--- src/rtl/ftdi_rx.sv ---
// ftdi_rx: receiver for the FTDI fast serial (FSDO) link.
// Deserialises 10-bit frames (start 0, 8 data bits LSB first, source bit)
// into a small FIFO and raises fs_block when that FIFO is nearly full.
//
// state | meaning
// ------+-----------------------------------------------
// IDLE  | waiting for a start bit (fsdo low)
// DATA  | shifting in the 8 data bits, LSB first
// SRC   | sampling the source bit and staging the push
//
// Ports:
//   clock      single clock, rising edge; fsdo is sampled on this edge
//   reset      synchronous, active-high reset
//   fsdo       serial data from the FTDI, idles high
//   fs_block   registered; high asks the top level to hold FSDI low
//   rx_data    byte at the FIFO head (0 while empty)
//   rx_channel source bit of the head frame (0 while empty)
//   rx_valid   FIFO holds at least one frame
//   rx_ready   consumer takes the head frame when high with rx_valid
//   overflow   sticky; a completed frame was dropped (cleared by reset)
//   state      FSM state for debug (IDLE=0, DATA=1, SRC=2)
module ftdi_rx #(
  parameter int DEPTH = 4
) (
  input  logic       clock,
  input  logic       reset,
  input  logic       fsdo,
  output logic       fs_block,
  output logic [7:0] rx_data,
  output logic       rx_channel,
  output logic       rx_valid,
  input  logic       rx_ready,
  output logic       overflow,
  output logic [1:0] state
);

  localparam int          AW      = $clog2(DEPTH);
  localparam logic [AW:0] FULL_C  = (AW+1)'(DEPTH);
  localparam logic [AW:0] BLOCK_C = (AW+1)'(DEPTH - 1);

  typedef enum logic [1:0] {
    IDLE = 2'd0,
    DATA = 2'd1,
    SRC  = 2'd2
  } state_t;

  state_t      state_q, state_d;
  logic [2:0]  bit_cnt;
  logic [7:0]  shreg;
  logic        push_q;
  logic [8:0]  push_word;

  logic [8:0]  mem [DEPTH];
  logic [AW-1:0] wr_ptr, rd_ptr;
  logic [AW:0] count, count_next;
  logic        pop, full, wr_en;

  // ---------------- frame FSM ----------------
  always_comb begin
    state_d = IDLE;
    case (state_q)
      IDLE:    state_d = fsdo ? IDLE : DATA;
      DATA:    state_d = (bit_cnt == 3'd7) ? SRC : DATA;
      SRC:     state_d = IDLE;
      default: state_d = IDLE;
    endcase
  end

  always_ff @(posedge clock) begin
    if (reset) begin
      state_q   <= IDLE;
      bit_cnt   <= 3'd0;
      shreg     <= 8'h00;
      push_q    <= 1'b0;
      push_word <= 9'h000;
    end else begin
      state_q <= state_d;
      push_q  <= 1'b0;
      case (state_q)
        IDLE: bit_cnt <= 3'd0;
        DATA: begin
          shreg[bit_cnt] <= fsdo;
          bit_cnt        <= bit_cnt + 3'd1;
        end
        SRC: begin
          // Staged one cycle so the FIFO write lands on the following edge.
          push_q    <= 1'b1;
          push_word <= {fsdo, shreg};
        end
        default: bit_cnt <= 3'd0;
      endcase
    end
  end

  assign state = state_q;

  // ---------------- frame FIFO ----------------
  assign rx_valid = (count != '0);
  assign pop      = rx_valid && rx_ready;
  assign full     = (count == FULL_C);
  // A pop on a full FIFO frees the head slot in the same edge.
  assign wr_en    = push_q && (!full || pop);

  always_comb begin
    count_next = count;
    case ({wr_en, pop})
      2'b10:   count_next = count + (AW+1)'(1);
      2'b01:   count_next = count - (AW+1)'(1);
      default: count_next = count;
    endcase
  end

  always_ff @(posedge clock) begin
    if (wr_en) mem[wr_ptr] <= push_word;
  end

  always_ff @(posedge clock) begin
    if (reset) begin
      wr_ptr   <= '0;
      rd_ptr   <= '0;
      count    <= '0;
      fs_block <= 1'b0;
      overflow <= 1'b0;
    end else begin
      if (wr_en) wr_ptr <= wr_ptr + AW'(1);
      if (pop)   rd_ptr <= rd_ptr + AW'(1);
      count <= count_next;
      // Asserted at DEPTH-1 so a frame already on the wire still fits.
      fs_block <= (count_next >= BLOCK_C);
      if (push_q && full && !pop) overflow <= 1'b1;
    end
  end

  assign rx_data    = rx_valid ? mem[rd_ptr][7:0] : 8'h00;
  assign rx_channel = rx_valid ? mem[rd_ptr][8]   : 1'b0;

endmodule

--- config.mk ---
export PLATFORM = sky130hd
export DESIGN_NAME = ftdi_rx
export DESIGN_NICKNAME = d
export VERILOG_FILES = /design/src/rtl/ftdi_rx.sv
export SDC_FILE = /design/constraint.sdc
export NUM_CORES = 1
export LEC_CHECK = 0
export CORE_MARGIN = 1
export CORE_UTILIZATION = 35
export DETAILED_ROUTE_END_ITERATION = 12
export PLACE_DENSITY = 0.6
export SYNTH_ARGS = -nofsm -noshare
export SYNTH_HDL_FRONTEND = slang
export SYNTH_SLANG_ARGS = --single-unit
--- constraint.sdc ---
create_clock -name clock -period 2.3 [get_ports clock]
set_clock_uncertainty 0.1 [all_clocks]
set_input_delay 0.345 -clock clock [delete_from_list [all_inputs] [get_ports clock]]
set_output_delay 0.345 -clock clock [all_outputs]
set_load 0.05 [all_outputs]
# Word-level counts from Yosys, hierarchy flattened
# Memories as Yosys holds them, arrays and structs flattened. A register that Yosys moved wholly into a read port is not among the register bits.
# Cells that the tools add are included.
# totals
register_bits	32
out_inout_bits	14
latch_bits	0
rom_bits	0
wordCells	50
memories	1
ram_bits	36
# classes
div	0
bitwise_logic	0
n_mux	15
eq_ne	6
mul	0
n_reduce_logical	10
n_lt_le_gt_ge	3
n_shift	0
n_addsub	5
# mem_list
memory	words	width	rd	rd_ports_with_merged_regs	write_ports	line_no	text
mem	4	9	1	1	1	53	logic [8:0] mem [DEPTH];
# op_table
cell	count
$pmux 3 s2	2
$bwmux 8	1
$mux 8	1
$add 3x1->3 const B	2
$eq 3x3->1 const B	2
$mux 1	6
$mux 2	3
$logic_and 1x1->1	5
$add 2x1->2 const B	2
$eq 2x1->1 const B	2
$eq 2x2->1 const B	2
$lt 3x4->1 const B	1
$pmux 2 s2	1
$demux 1 s3	1
$ge 3x1->1 const B	1
$ge 3x2->1 const B	1
$reduce_bool 3->1	1
$sub 3x1->3 const B	1
$logic_not 1->1	2
$logic_not 2->1	1
$logic_or 1x1->1	1

# Depth between registers and ports, before layout
# Gate-level depths: netlist of the first run.
# depth
word_depth	7
ltp_mapped	9

# Worst setup path after synthesis of the first run
# Ideal clock, no wire load.
# synth_path
kind	register -> register
startpoint	register count[2]
endpoint	register fs_block
period_less_slack_ps	2525
setup_time_ps	127
setup_slack_ps	-225
path_stages_with_launch	10
arrival_time_ps	2298
cell_sequence	dfxtp_1 -> buf_6 -> or3_4 -> buf_2 -> and2_1 -> fa_1 -> nor2b_1 -> mux2_4 -> a22oi_2 -> a21oi_2
# synth_via
elab_chain_cells	7
word_cells_on_any_way	12
cone_classes	add/sub: 2; order compare: 1; eq/ne: 3; mux: 1; reduce/logical: 5
# synth_rtl
item	line_no	text
start, declared	55	logic [AW:0] count, count_next;
start signal, assigned	127	count <= count_next;
$reduce_bool 3->1 *	98	assign rx_valid = (count != '0);
via rx_valid	31	output logic rx_valid,
$logic_and 1x1->1 *	99	assign pop = rx_valid && rx_ready;
$logic_or 1x1->1	102	assign wr_en = push_q && (!full || pop);
$logic_and 1x1->1	102	
$eq 2x1->1 or $eq 2x2->1 (tied branches)	106	case ({wr_en, pop})
$pmux 3 s2 *	106	
$ge 3x2->1 *	129	fs_block <= (count_next >= BLOCK_C);
end signal, assigned	129	
end, declared	28	output logic fs_block,
# Mark *: on every way through the listed nets, which the timed path passes. The rest lies on a longest branch.
# A chain may end at the register's enable or synchronous reset.

==> out/results.ini, run 1 <==
[run_status]
outcome=finished clean

[yosys]
synthTopCellsByArea=edfxtp_1, dfxtp_1, mux4_2, nand2_1, and2_1
synth-seq-area-share=0.600
yosysTopAreaCellShare=0.368
synth_cell_types=41
ys_ff_latch=70
postSynthAreaPerCell_um2=12.6
synth_warnings=0
synth_nets=244
synthCells=233
synth_area_um2=2940
synth_top_cell_by_area=edfxtp_1

[route]
drtIter0Drc=98
antenna_left=0
vias=1774
drt_pass1_iterations=4
wl_per_cell_um=13.2
vias_per_cell=4.74
drcViolationCount=0
drt-total-wl_um=4930

[placed_design]
numPortBuffers=17
gp_congestion=0.733
pre_cts_ws_ns=-0.105
post-dp-hpwl_um=3360
dpl.cell_count=358

[cells_and_area]
n_antenna_cell=0
multiInputGateArea_um2=1090
layout_commonest_cell=edfxtp_1
post_layout_nonfiller_instances=374
layout_common_cells=edfxtp_1, dfxtp_1, nand2_1, buf_4, nor2_1
area_growth_pct=19.6
fillers=780
nets=275
layout-drive-gt1-share=0.227
final-seq-area_um2=1760

[critical_path]
cp_slowest_cell=mux4_2
cp_max_fo=9
cp_num_buf_inv=2
crit_type=reg -> out
cp_common_cell=buf_4
cp_slowest_stage_delay_ns=0.53
cp.arrival_ns=1.74
crit_path_end_kind=output pin
crit_required_ns=1.86
cp-start-kind=flip-flop
crit_chain=buf_4 > mux4_2 > and2_1 > buf_4
critical-path-top-delay-family=multiplexers

[power_and_ir_drop]
power_uw=2300
ir_drop_v=0.000345
sw_frac_of_total=0.208
p_leak_uw=0.00123
p_comb_frac=0.022
internal-power_uw=1820
pwr-share-clk=0.409
powerDensity_nw_per_um2=654
power_frac_seq=0.569
power_switching_uw=479

[floorplanning]
ioPinCount=18
die_width_um=93.6
die_y_um=93.6
initial_core_util=0.359
core-area_um2=8180
die-area_um2=8760
rows=33

[grt]
antenna_found_initial=0
grt_pass1_vias=1686
grt.overflow.total=0
grt_start_max_net_pins=20
grt_pass1_wl_um=8300
track_usage=0.128

[timing]
min_period_ns=2.19
rsz0062_at_grt=false
drv_slew=0
finalCritPeriodShare=0.952
hold_viol=0
setup_tns_ns=0
holdWs_ns=0.352
timing.fmax_mhz=457
relSlewSlack=0.665
setup_violations=0
worst_pin_slew_ns=0.500
setup_slack_ns=0.110

[clocking]
cts.hold.buffers_added=0
insertion_delay_ns=0.34
htree_levels=3
cts.path.max_buffers=2
cts_tree=yes
cts_resized=0
cts_setup_buffers=0
cts_buffers=9
cts.sinks=70
path_clk_slew_ns=0.07
root_buffer=clkbuf_8

[min_path]
hp-class=reg -> reg

[job]
drv_cap=0

-- logic make-up (layout without fill, tap and decap cells) --
group / Yosys count / in the layout / share of synthesized area
and+or+nand+nor: 87 / 87 / 0.156
DFF: 70 / 70 / 0.600
AOI/OAI and AO/OA: 29 / 29 / 0.0639
buffers and inverters: 18 / 54 / 0.0320
muxes: 17 / 17 / 0.0980
adders and majority gates: 7 / 7 / 0.0324
xor gates and xnor gates: 5 / 5 / 0.0175
-- synthesized netlist by cell type (all sizes together) --
master   number
a2111oi       1
a21oi        15
a22o          1
a22oi         3
a31oi         3
and2         14
and2b         1
and3          1
and3b         1
buf           6
clkbuf        8
dfxtp        34
edfxtp       36
fa            1
ha            6
inv           4
mux2          1
mux2i         7
mux4          9
nand2        25
nand2b        1
nand3         4
nand3b        3
nand4bb       1
nor2         22
nor2b         5
nor3          1
nor3b         4
nor4          1
nor4b         1
o21ai         6
or3           2
xnor2         2
xor2          3
-- path summary, 6_finish.rpt --
check        depth (start not counted)  slack (ns)  startpoint            to
max                                  4        0.11   flip-flop    rx_data[6]
min                                  2        0.35    shreg[2]  push_word[2]
max reg2reg                          7        0.20    count[1]      fs_block
min reg2reg                          2        0.35    shreg[2]  push_word[2]
-- through the flow --
stage                     area (µm²)  utilization
final                           3510        0.430
after global routing            3510        0.430
after CTS                       3510        0.430
after detailed placement        3320        0.406
after global placement          3320        0.406
after floorplan                 2960            -
-- power by group through the flow --
stage	logic [µW]	registers (µW)	clock network (µW)
floorplan	29.3	1340	0
global placement	50.5	1340	0
detailed placement	51.1	1340	0
CTS	51.1	1310	962
global route	55.4	1310	1030
finish	50.8	1310	940
-- flip-flops by register name, indices dropped and copies added, names as in the netlist, named ones only --
register and count:
push_word 9, fs_block 1, shreg 8, push_q 1, wr_ptr 2, rd_ptr 2
overflow 1, state 2, count 3, mem 36, bit_cnt 3
-- final cells by class --
type	count	share of cell area
Sequential cell	70	0.502
Multi-Input combinational cell	145	0.311
Timing Repair Buffer	34	0.0919
Tap cell	105	0.0374
Clock buffer	10	0.0363
Clock inverter	6	0.0178
Inverter	4	0.00428
-- metal layers --
| metal | GRT usage | share of wire | vias up |
|---|---|---|---|
| li1 | - | - | 886 |
| met1 | 0.154 | 0.47 | 850 |
| met2 | 0.209 | 0.47 | 29 |
| met3 | 0.0512 | 0.043 | 9 |
| met4 | 0.0410 | 0.013 | 0 |
| met5 | 0 | 0 | - |
-- worst min-delay path, delay by kind of cell, from the launching register on --
family	cells	cell delay, ns
compound gates	1	0.05
flops	1	0.31
simple gates	1	0.05
(Power assumes the default switching activity.)
==> run 2: changes to the inputs <==
--- a/config.mk
+++ b/config.mk
@@ -9,6 +9,7 @@
 export CORE_UTILIZATION = 35
 export DETAILED_ROUTE_END_ITERATION = 12
 export PLACE_DENSITY = 0.6
+export SLEW_MARGIN = 10
 export SYNTH_ARGS = -nofsm -noshare
 export SYNTH_HDL_FRONTEND = slang
 export SYNTH_SLANG_ARGS = --single-unit
==> results of run 2 <==
Same layout as run 1: the final DEF is identical, and so are final timing and power.
